===== src/rtl/vdp_vram_arbiter.sv =====
// VRAM arbiter: merges screen-fetch and CPU accesses onto one request channel
// and steers in-order read returns back to their owner through a tag FIFO.
module vdp_vram_arbiter #(
    parameter int unsigned STARVE_LIMIT = 4,
    parameter int unsigned TAG_DEPTH    = 4
) (
    input  logic        clk,
    input  logic        reset_n,
    input  logic [13:0] scr_address,
    input  logic        scr_valid,
    output logic        scr_ready,
    output logic [7:0]  scr_rdata,
    output logic        scr_rdata_en,
    input  logic [13:0] cpu_address,
    input  logic        cpu_valid,
    input  logic        cpu_write,
    input  logic [7:0]  cpu_wdata,
    output logic        cpu_ready,
    output logic [7:0]  cpu_rdata,
    output logic        cpu_rdata_en,
    output logic [13:0] dram_address,
    output logic        dram_write,
    output logic [7:0]  dram_wdata,
    output logic        dram_valid,
    input  logic        dram_ready,
    input  logic [7:0]  dram_rdata,
    input  logic        dram_rdata_en
);

    localparam int unsigned PW      = $clog2(TAG_DEPTH);
    localparam logic [2:0]  LIMIT   = 3'(STARVE_LIMIT);
    localparam logic [PW:0] PTR_ONE = {{PW{1'b0}}, 1'b1};

    typedef enum logic {
        IDLE,
        BUSY
    } state_t;

    state_t         state_q, state_d;
    logic [13:0]    dram_address_q, dram_address_d;
    logic           dram_write_q, dram_write_d;
    logic [7:0]     dram_wdata_q, dram_wdata_d;
    logic           dram_valid_q, dram_valid_d;
    logic           req_tag_q, req_tag_d;
    logic           scr_ready_q, scr_ready_d;
    logic           cpu_ready_q, cpu_ready_d;
    logic [2:0]     starve_q, starve_d;
    logic [TAG_DEPTH-1:0] tag_q, tag_d;
    logic [PW:0]    wr_ptr_q, wr_ptr_d;
    logic [PW:0]    rd_ptr_q, rd_ptr_d;
    logic [7:0]     scr_rdata_q, scr_rdata_d;
    logic           scr_rdata_en_q, scr_rdata_en_d;
    logic [7:0]     cpu_rdata_q, cpu_rdata_d;
    logic           cpu_rdata_en_q, cpu_rdata_en_d;

    logic fifo_empty;
    logic fifo_full;
    logic scr_elig;
    logic cpu_elig;
    logic cpu_wins;
    logic scr_wins;

    assign fifo_empty = (wr_ptr_q == rd_ptr_q);
    assign fifo_full  = (wr_ptr_q[PW] != rd_ptr_q[PW]) &&
                        (wr_ptr_q[PW-1:0] == rd_ptr_q[PW-1:0]);

    // Reads need a free tag slot; CPU writes never wait on the FIFO.
    assign scr_elig = scr_valid && !fifo_full;
    assign cpu_elig = cpu_valid && (cpu_write || !fifo_full);
    assign cpu_wins = cpu_elig && (!scr_elig || (starve_q == LIMIT));
    assign scr_wins = scr_elig && !cpu_wins;

    always_comb begin
        state_d        = state_q;
        dram_address_d = dram_address_q;
        dram_write_d   = dram_write_q;
        dram_wdata_d   = dram_wdata_q;
        dram_valid_d   = dram_valid_q;
        req_tag_d      = req_tag_q;
        scr_ready_d    = 1'b0;
        cpu_ready_d    = 1'b0;
        starve_d       = starve_q;
        tag_d          = tag_q;
        wr_ptr_d       = wr_ptr_q;
        rd_ptr_d       = rd_ptr_q;
        scr_rdata_d    = scr_rdata_q;
        scr_rdata_en_d = 1'b0;
        cpu_rdata_d    = cpu_rdata_q;
        cpu_rdata_en_d = 1'b0;

        case (state_q)
            IDLE: begin
                if (!cpu_valid) begin
                    starve_d = '0;
                end
                if (cpu_wins) begin
                    dram_address_d = cpu_address;
                    dram_write_d   = cpu_write;
                    dram_wdata_d   = cpu_wdata;
                    dram_valid_d   = 1'b1;
                    req_tag_d      = 1'b1;
                    cpu_ready_d    = 1'b1;
                    starve_d       = '0;
                    state_d        = BUSY;
                end else if (scr_wins) begin
                    dram_address_d = scr_address;
                    dram_write_d   = 1'b0;
                    dram_valid_d   = 1'b1;
                    req_tag_d      = 1'b0;
                    scr_ready_d    = 1'b1;
                    if (cpu_valid && (starve_q != LIMIT)) begin
                        starve_d = starve_q + 3'd1;
                    end
                    state_d        = BUSY;
                end
            end
            BUSY: begin
                if (dram_ready) begin
                    dram_valid_d = 1'b0;
                    state_d      = IDLE;
                    if (!dram_write_q) begin
                        tag_d[wr_ptr_q[PW-1:0]] = req_tag_q;
                        wr_ptr_d                = wr_ptr_q + PTR_ONE;
                    end
                end
            end
            default: state_d = IDLE;
        endcase

        // Returns with no outstanding tag (e.g. pre-reset reads) are dropped.
        if (dram_rdata_en && !fifo_empty) begin
            rd_ptr_d = rd_ptr_q + PTR_ONE;
            if (tag_q[rd_ptr_q[PW-1:0]]) begin
                cpu_rdata_d    = dram_rdata;
                cpu_rdata_en_d = 1'b1;
            end else begin
                scr_rdata_d    = dram_rdata;
                scr_rdata_en_d = 1'b1;
            end
        end
    end

    always_ff @(posedge clk or negedge reset_n) begin
        if (!reset_n) begin
            state_q        <= IDLE;
            dram_address_q <= '0;
            dram_write_q   <= 1'b0;
            dram_wdata_q   <= '0;
            dram_valid_q   <= 1'b0;
            req_tag_q      <= 1'b0;
            scr_ready_q    <= 1'b0;
            cpu_ready_q    <= 1'b0;
            starve_q       <= '0;
            tag_q          <= '0;
            wr_ptr_q       <= '0;
            rd_ptr_q       <= '0;
            scr_rdata_q    <= '0;
            scr_rdata_en_q <= 1'b0;
            cpu_rdata_q    <= '0;
            cpu_rdata_en_q <= 1'b0;
        end else begin
            state_q        <= state_d;
            dram_address_q <= dram_address_d;
            dram_write_q   <= dram_write_d;
            dram_wdata_q   <= dram_wdata_d;
            dram_valid_q   <= dram_valid_d;
            req_tag_q      <= req_tag_d;
            scr_ready_q    <= scr_ready_d;
            cpu_ready_q    <= cpu_ready_d;
            starve_q       <= starve_d;
            tag_q          <= tag_d;
            wr_ptr_q       <= wr_ptr_d;
            rd_ptr_q       <= rd_ptr_d;
            scr_rdata_q    <= scr_rdata_d;
            scr_rdata_en_q <= scr_rdata_en_d;
            cpu_rdata_q    <= cpu_rdata_d;
            cpu_rdata_en_q <= cpu_rdata_en_d;
        end
    end

    assign dram_address = dram_address_q;
    assign dram_write   = dram_write_q;
    assign dram_wdata   = dram_wdata_q;
    assign dram_valid   = dram_valid_q;
    assign scr_ready    = scr_ready_q;
    assign cpu_ready    = cpu_ready_q;
    assign scr_rdata    = scr_rdata_q;
    assign scr_rdata_en = scr_rdata_en_q;
    assign cpu_rdata    = cpu_rdata_q;
    assign cpu_rdata_en = cpu_rdata_en_q;

endmodule


===== config.mk =====
export PLATFORM = sky130hd
export DESIGN_NAME = vdp_vram_arbiter
export DESIGN_NICKNAME = d
export VERILOG_FILES = /design/src/rtl/vdp_vram_arbiter.sv
export SDC_FILE = /design/constraint.sdc
export NUM_CORES = 1
export LEC_CHECK = 0
export ABC_CLOCK_PERIOD_IN_PS = 3000
export BUFFER_PORTS_ARGS = -buffer_cell sky130_fd_sc_hd__buf_2
export CAP_MARGIN = 40
export CELL_PAD_IN_SITES_DETAIL_PLACEMENT = 1
export CELL_PAD_IN_SITES_GLOBAL_PLACEMENT = 2
export CORE_UTILIZATION = 30
export DETAILED_ROUTE_END_ITERATION = 8
export PLACE_DENSITY = 0.76
export SETUP_SLACK_MARGIN = 0.3
export SLEW_MARGIN = 30
export SYNTH_ARGS = -nofsm -noshare
export SYNTH_HDL_FRONTEND = slang
export SYNTH_SLANG_ARGS = --single-unit

===== constraint.sdc =====
create_clock -name clk -period 3 [get_ports clk]
set_input_delay 0.6 -clock clk [delete_from_list [all_inputs] [get_ports clk]]
set_output_delay 0.6 -clock clk [all_outputs]
set_load 0.05 [all_outputs]

### Word-level counts from Yosys, hierarchy flattened

Cells that the tools add are included.

* flip-flop bits (word level): 59
* latch bits: 0
* RAM bits: 0
* memory bits (read-only): 0
* output and inout port bits: 44
* logic and storage cells: 83
* memories kept: 0

* add/subtract/negate cells: 3
* multipliers: 0
* div/mod/pow operators: 0
* $lt $le $gt $ge: 3
* equality and inequality tests: 7
* shift-type cells: 0
* multiplexer cells: 30
* bitwise gates (word level): 3
* reductions and logical operators: 21

Operator list (count)
* 14-bit two-way mux: 2
* 1-bit two-way mux: 19
* 3-bit two-way mux: 4
* 2-bit AND reduction: 5
* 3-bit by 1-bit adder with 3-bit output, second input constant: 3
* 1-bit logical AND: 8
* 2-bit by 3-bit < comparator with 1-bit output, second input constant: 2
* 3-bit inequality test, second input constant: 2
* 4-bit bitwise mux: 1
* 1-bit logical NOT: 4
* 1-bit one-hot mux with 2 select lines: 2
* 3-bit equality test: 1
* 3-bit equality test, second input constant: 1
* 1-bit inverter: 3
* 3-bit AND reduction: 1
* 1-bit binary-select mux with 2-bit select: 1
* 1-bit demux with 2-bit select: 1
* 2-bit equality test: 1
* 2-bit by 1-bit greater-or-equal comparator with 1-bit output, second input constant: 1
* 1-bit logical OR: 2
* 2-bit inequality test, second input constant: 1
* 2-bit nonzero test: 1
* 1-bit inequality test: 1

### Depth between registers and ports, before layout

Gate-level depths: netlist of run 1.

* depth after elaboration: 12
* mapped depth: 9
* gate-level depth less buffers: 7

### Worst setup path before layout of run 1

Ideal clock, no wire load.

* path kind: input-to-reg
* start: in cpu_write
* end: reg dram_address_q[13] (netlist: dram_address[13])
* setup time: 125 ps
* data arrival time: 2125 ps
* slack: 750 ps
* cell stages on the path: 6
* cells stage by stage: or4_4 -> and3_1 -> buf_6 -> buf_6 -> mux2_4 -> mux2_2

* word-level cells in the longest chain between the ends: 7

Ends and longest elaborated chain
* start, declared: RTL line 16 `input logic cpu_write,`
* 1-bit logical OR (*): RTL line 69 `assign cpu_elig = cpu_valid && (cpu_write || !fifo_full);`
* 1-bit logical AND (*): RTL line 69
* 1-bit logical AND (*): RTL line 70 `assign cpu_wins = cpu_elig && (!scr_elig || (starve_q == LIMIT));`
* 1-bit logical NOT: RTL line 71 `assign scr_wins = scr_elig && !cpu_wins;`
* 1-bit logical AND: RTL line 71
* 2-bit nonzero test (no line)
* 2-bit AND reduction (no line)
* end signal, assigned: RTL line 163 `dram_address_q <= dram_address_d;`
* end, declared: RTL line 40 `logic [13:0] dram_address_q, dram_address_d;`

Every way passes the cells marked *; elsewhere a longest branch is shown, timed or not.
A chain may end at the register's enable or synchronous reset.

### Worst setup path in the final report of run 1

* start: reg rd_ptr_q[0]
* end: reg dram_address_q[1] (netlist: dram_address[1])

* word-level cells in the longest chain between the ends: 11

Ends and longest elaborated chain
* start, declared: RTL line 50 `logic [PW:0] rd_ptr_q, rd_ptr_d;`
* start signal, assigned: RTL line 173 `rd_ptr_q <= rd_ptr_d;`
* 2-bit equality test (*): RTL line 65 `(wr_ptr_q[PW-1:0] == rd_ptr_q[PW-1:0]);`
* 1-bit logical AND (*): RTL line 64 `assign fifo_full = (wr_ptr_q[PW] != rd_ptr_q[PW]) &&`
* 1-bit logical NOT (*): RTL line 68, 69
* 1-bit logical AND: RTL line 68 `assign scr_elig = scr_valid && !fifo_full;`
* 1-bit logical NOT: RTL line 70
* 1-bit logical OR: RTL line 70
* 1-bit logical AND: RTL line 70
* 1-bit logical NOT: RTL line 71
* 1-bit logical AND: RTL line 71
* 2-bit nonzero test (no line)
* 2-bit AND reduction (no line)

Marks and branches as above.

==> metrics, run 1 <==
Post-synth EDFFs 0; crit-path max FO 10; Post-synth top flop dfrtp_1; Least-Margin Pin Slew 0.698 ns; Mapped Cells 194; DRT Pass-1 Iters 3; unrepaired setup endpoints after global routing no; crit path DAT 2.63 ns; slowest CP cell nor2_1; CP endpoint dram_address[1]; Filler cells 929; clk root buf clkbuf_8; ys async rst share 1.00; total CTS buffers 9; Synth top area share 0.561; Port-buffer cells 94; WL per Instance 14.5 µm; Final GP Congestion between 0.7 and 0.8; antenna-violating nets left 0; FF-to-FF Start rd_ptr_q[0]; Most Used Layer, Global Route met2; Final Cycle Share 0.805; Ant. Diodes 0; Overflow after GRT 0; CP startpoint rd_ptr_q[0]; Reg clk slew, reported paths 0.07 ns; Tmin final about 2.4 ns; path depth of the worst reg2reg path 6; register area share after synthesis 0.561; M2 GR Usage 0.238; DRC errors left 0; vias after detailed routing ~1900; Initial Util 0.316; floorplan row count 33; Synth area leader dfrtp_1; Critical Path RT 3.22 ns; syn_area_per_cell 13.6 µm²; final hold viol count 0; core footprint 8340 µm²; Yosys reg bits ~60; Via density 4.55; RR Endpoint dram_address[1]; Post-synth top cells 59 x dfrtp_1, 31 x mux2_2, 14 x nand2_1; Crit. End Element register; io pins 95; Resized Gates After CTS 0; clk buf depth 2; clock skew 0.00762 ns; chip height 95.7 µm; initial antenna violation count 0; cts-stage hold buffer count 0; Maximum Capacitance Violations 0; critical path cell sequence xor2_1 -> or3_1 -> a22oi_1 -> nor2_1 -> buf_4 -> mux2_2; postcts setup bufs 0; first-pass GRT wire length between 9 and 10 mm; worst reg2reg setup slack 0.59 ns; GRT Overall Usage 0.144; nature of the critical path startpoint register; slew margin rel. 0.533; DP Wirelength 4.44 mm; Pins Over Slew Limit 0; 1st-iter DRT viols 35; Worst Hold Class input pin to asynchronous set/reset pin; clock sink count 59; Die Outline Area just over 9000 µm²; met1 usage in global routing 0.169; post-route setup TNS 0 ns; vias in the first global route 2023; synth top area cells dfrtp_1 56%, mux2_2 13%, mux2_1 5.6%, mux2_4 5.1%, ha_1 3.3%; top-count cell post-synth dfrtp_1; routed wire length between 5 and 6 mm; status finished, final reports clean; Setup CP Type register to register; Setup Viol. Count Final 0; Nets 357; CP max stage delay 0.54 ns; CTS tree built; level count of the clock H-tree 3; largest net degree at the start of global routing 38; share of post-route cells with drive strength above 1 0.523; synth warn 0; clk_lat worst skew ~0.34 ns; library cells used by synthesis 33; FMAX 414 MHz; Synth Cell Area 2630 µm²; Synth Net Count about 250; area grow syn2layout 33.1%; die width ~96 µm; GR Layer Usage met3 0.0478
-- registers in the layout, indices dropped and copies added (netlist names), 3 cells and up --
signal	cells
wr_ptr_q	3
starve_q	3
rd_ptr_q	3
dram_address	14
cpu_rdata	8
scr_rdata	8
tag_q	4
dram_wdata	8
-- cell type report --
| cell class | instances | area (µm²) | area share |
|---|---|---|---|
| repair buffers | 101 | 523 | 0.149 |
| multi-input cells | 118 | 1080 | 0.307 |
| inverters | 10 | 37.5 | 0.0107 |
| flip-flops and latches | 59 | 1480 | 0.421 |
| well taps | 105 | 131 | 0.0375 |
| clock inverters | 4 | 95.1 | 0.0271 |
| clock buffers | 12 | 165 | 0.0471 |
-- worst min path at each step --
stage                               end  cells past startpoint
after CTS                  scr_rdata[0]                      2
after floorplan            cpu_rdata[0]                      0
final                      scr_rdata_en                      2
after global routing       scr_rdata_en                      2
after detailed placement  dram_wdata[3]                      1
after global placement         tag_q[0]                      2
-- cells by family after synthesis --
| family | after synthesis | share of synthesized area |
|---|---|---|
| fa+ha+maj | 7 | 0.0333 |
| compound gates | 19 | 0.0466 |
| xor+xnor | 8 | 0.0266 |
| buf+inv | 17 | 0.0304 |
| flops | 59 | 0.561 |
| mux | 54 | 0.248 |
| simple gates | 30 | 0.0542 |
-- layer usage --
layer,routed length [µm],vias up
met5,0,-
met4,131,0
met3,274,14
met2,3010,51
met1,2510,915
li1,-,881
-- layout by cell type, fill, tap and decap left out, types with 2 or more instances in the layout --
cell,Yosys,layout
o21ai_0,6,6
nand2_1,14,14
a22oi_1,2,2
o21ai_1,2,2
mux2_1,13,13
and3_1,3,3
mux2_4,9,9
xor2_1,4,4
inv_1,10,10
buf_2,1,94
ha_1,7,7
xnor2_1,4,4
nor2_1,6,6
clkbuf_8,0,12
buf_4,0,7
mux2_2,31,31
dfrtp_1,59,59
nand2b_1,2,2
bufinv_16,0,3
-- per-stage QoR --
stage	worst slack (ns)	hold WS, ns	area, µm²	std cells	utilization
finish	0.585	0.240	3500	409	0.420
global route	0.403	0.245	3500	409	0.420
floorplan	0.750	0.304	2630	194	-
CTS	0.552	0.224	3500	409	0.420
detailed placement	0.588	0.474	3240	393	0.389
global placement	0.616	0.461	3240	393	0.389
-- worst max-delay path, delay by kind of cell, from the launching register on --
| family | cells | cell delay (ns) |
|---|---|---|
| AOI/OAI and AO/OA | 1 | 0.08 |
| xor gates and xnor gates | 1 | 0.35 |
| buffers and inverters | 1 | 0.31 |
| DFF | 1 | 0.47 |
| muxes | 1 | 0.35 |
| and+or+nand+nor | 2 | 0.73 |
Power of run 1 is left out: the tool's default activity adds up to more than one toggle a clock period on the data nets, which glitch-free logic cannot reach.
==> inputs of run 2 (changes only) <==
--- a/config.mk
+++ b/config.mk
@@ -5,7 +5,7 @@
 export SDC_FILE = /design/constraint.sdc
 export NUM_CORES = 1
 export LEC_CHECK = 0
-export ABC_CLOCK_PERIOD_IN_PS = 3000
+export ABC_CLOCK_PERIOD_IN_PS = 2470
 export BUFFER_PORTS_ARGS = -buffer_cell sky130_fd_sc_hd__buf_2
 export CAP_MARGIN = 40
 export CELL_PAD_IN_SITES_DETAIL_PLACEMENT = 1
==> constraint.sdc (replaced) <==
create_clock -name clk -period 2.47 [get_ports clk]
set_input_delay 0.494 -clock clk [delete_from_list [all_inputs] [get_ports clk]]
set_output_delay 0.494 -clock clk [all_outputs]
set_load 0.05 [all_outputs]
==> metrics, run 2 (synthesis gave the netlist of run 1 again) <==
Nets 363 (+1.7%); 1st-iter DRT viols 22 (-37%); Least-Margin Pin Slew 0.584 ns (-0.113 ns); Port-buffer cells 94 (unchanged); Setup Viol. Count Final 0 (unchanged); Cells after DPL 393 (unchanged); Placed Instance Area 3310 µm² (+2.1%); RR Endpoint dram_address[10]; Tmin final 2.18 ns (-0.238 ns); antenna-violating nets left 0 (unchanged); largest net degree at the start of global routing 37 (-2.6%); slowest CP cell or4_4; CP max stage delay 0.50 ns (-0.04 ns); DRT Pass-1 Iters 4 (+1); share of post-route cells with drive strength above 1 0.549 (+0.0257); post-route setup TNS 0 ns (unchanged); routed wire length 5.89 mm (-0.61%); Final Cycle Share 0.881 (+0.0763); core footprint 8340 µm² (unchanged); Worst Hold Class input pin to asynchronous set/reset pin; initial antenna violation count 0 (unchanged); Ant. Diodes 0 (unchanged); vias after detailed routing 1859 (-0.11%); Pins Over Slew Limit 0 (unchanged); first-pass GRT wire length 9.65 mm (-0.28%); Initial Util 0.316 (unchanged); Final Cell Area 3550 µm² (+1.2%); DRC errors left 0 (unchanged); chip height 95.7 µm (unchanged); Setup CP Type register to register; Critical Path RT 2.69 ns (-0.53 ns); total CTS buffers 9 (unchanged); Maximum Capacitance Violations 0 (unchanged); nature of the critical path startpoint register; clk_lat worst skew 0.34 ns (about the same); die width 95.7 µm (unchanged); floorplan row count 33 (unchanged); level count of the clock H-tree 3 (unchanged); final hold viol count 0 (unchanged); unrepaired setup endpoints after global routing yes; vias in the first global route 1970 (-2.6%); clk buf depth 2 (unchanged); io pins 95 (unchanged); slew margin rel. 0.611 (+0.0773); Crit. End Element register; Via density 4.50 (-1.1%); FF-to-FF Start wr_ptr_q[0]; GRT Overall Usage 0.145 (+0.000945); Final GP Congestion 0.700 (-0.33%); most frequent cells in the layout 94 x buf_2, 57 x dfrtp_1, 28 x mux2_2; critical path cell sequence xor2_2 -> or4_4 -> and3_4 -> buf_12 -> mux2_1 -> mux2_2; area grow syn2layout 34.7%; crit path DAT 2.39 ns (-0.24 ns); WL per Instance 14.3 µm (-1.6%); DP Wirelength 4.37 mm (-1.6%); most common cell after layout, fill and taps aside buf_2; path depth of the worst reg2reg path 6 (unchanged); clock skew 0.0146 ns (+0.00698 ns); status finished, final reports clean; FMAX 459 MHz (+11%); flip-flop count of the largest register after layout 14 (unchanged); Die Outline Area 9150 µm² (unchanged); worst reg2reg setup slack 0.29 ns (-0.29 ns); CTS tree built; Overflow after GRT 0 (unchanged); Reg clk slew, reported paths 0.07 ns (about the same); clk root buf clkbuf_8; crit-path max FO 15 (+5); clock sink count 59 (unchanged); Layout Cells excl Fill 413 (+0.98%)
-- run 2: stage by stage --
step	utilization	setup slack, ns	hold slack (ns)
finish	0.425	0.294	0.150
global route	0.425	0.244	0.170
CTS	0.423	0.284	0.159
detailed placement	0.397	0.238	0.472
global placement	0.397	0.254	0.465
floorplan	-	0.248	0.198
-- run 2: layout make-up --
class / count / area, µm²
tap: 105 / 131
inverter: 10 / 37.5
clock buffer: 11 / 141
sequential: 59 / 1480
timing repair buffer: 107 / 606
clock inverter: 3 / 40.0
multi-input combinational: 118 / 1110
fill: 949 / 4790
-- run 2: critical path: cells and delay by family (launching register included) --
kind,cells,cell delay [ns]
simple gates,2,0.71
xor+xnor,1,0.20
buf+inv,1,0.15
flops,1,0.42
mux,2,0.58
-- run 2: worst max path at each step --
stage,cells after the start,startpoint,endpoint
after CTS,6,wr_ptr_q[0],dram_address[10]
after floorplan,7,wr_ptr_q[0],dram_address[13]
final,6,wr_ptr_q[0],dram_address[10]
after detailed placement,6,cpu_write,dram_address[10]
after global routing,6,wr_ptr_q[0],dram_address[10]
after global placement,6,cpu_write,dram_address[8]
-- run 2: timing repair --
action,CTS,global route
hold buffers,0,0
pin swaps,0,0
setup buffers,4,2
setup endpoints to repair,22,20
gates resized for setup,3,1
-- run 2: layer usage --
metal,share of wire,vias to the layer above,GRT usage
met4,0.018,0,0.0672
met3,0.038,10,0.0486
met5,0,-,0
li1,-,894,-
met1,0.45,923,0.177
met2,0.50,32,0.230
Power of run 2 is left out for the same reason.
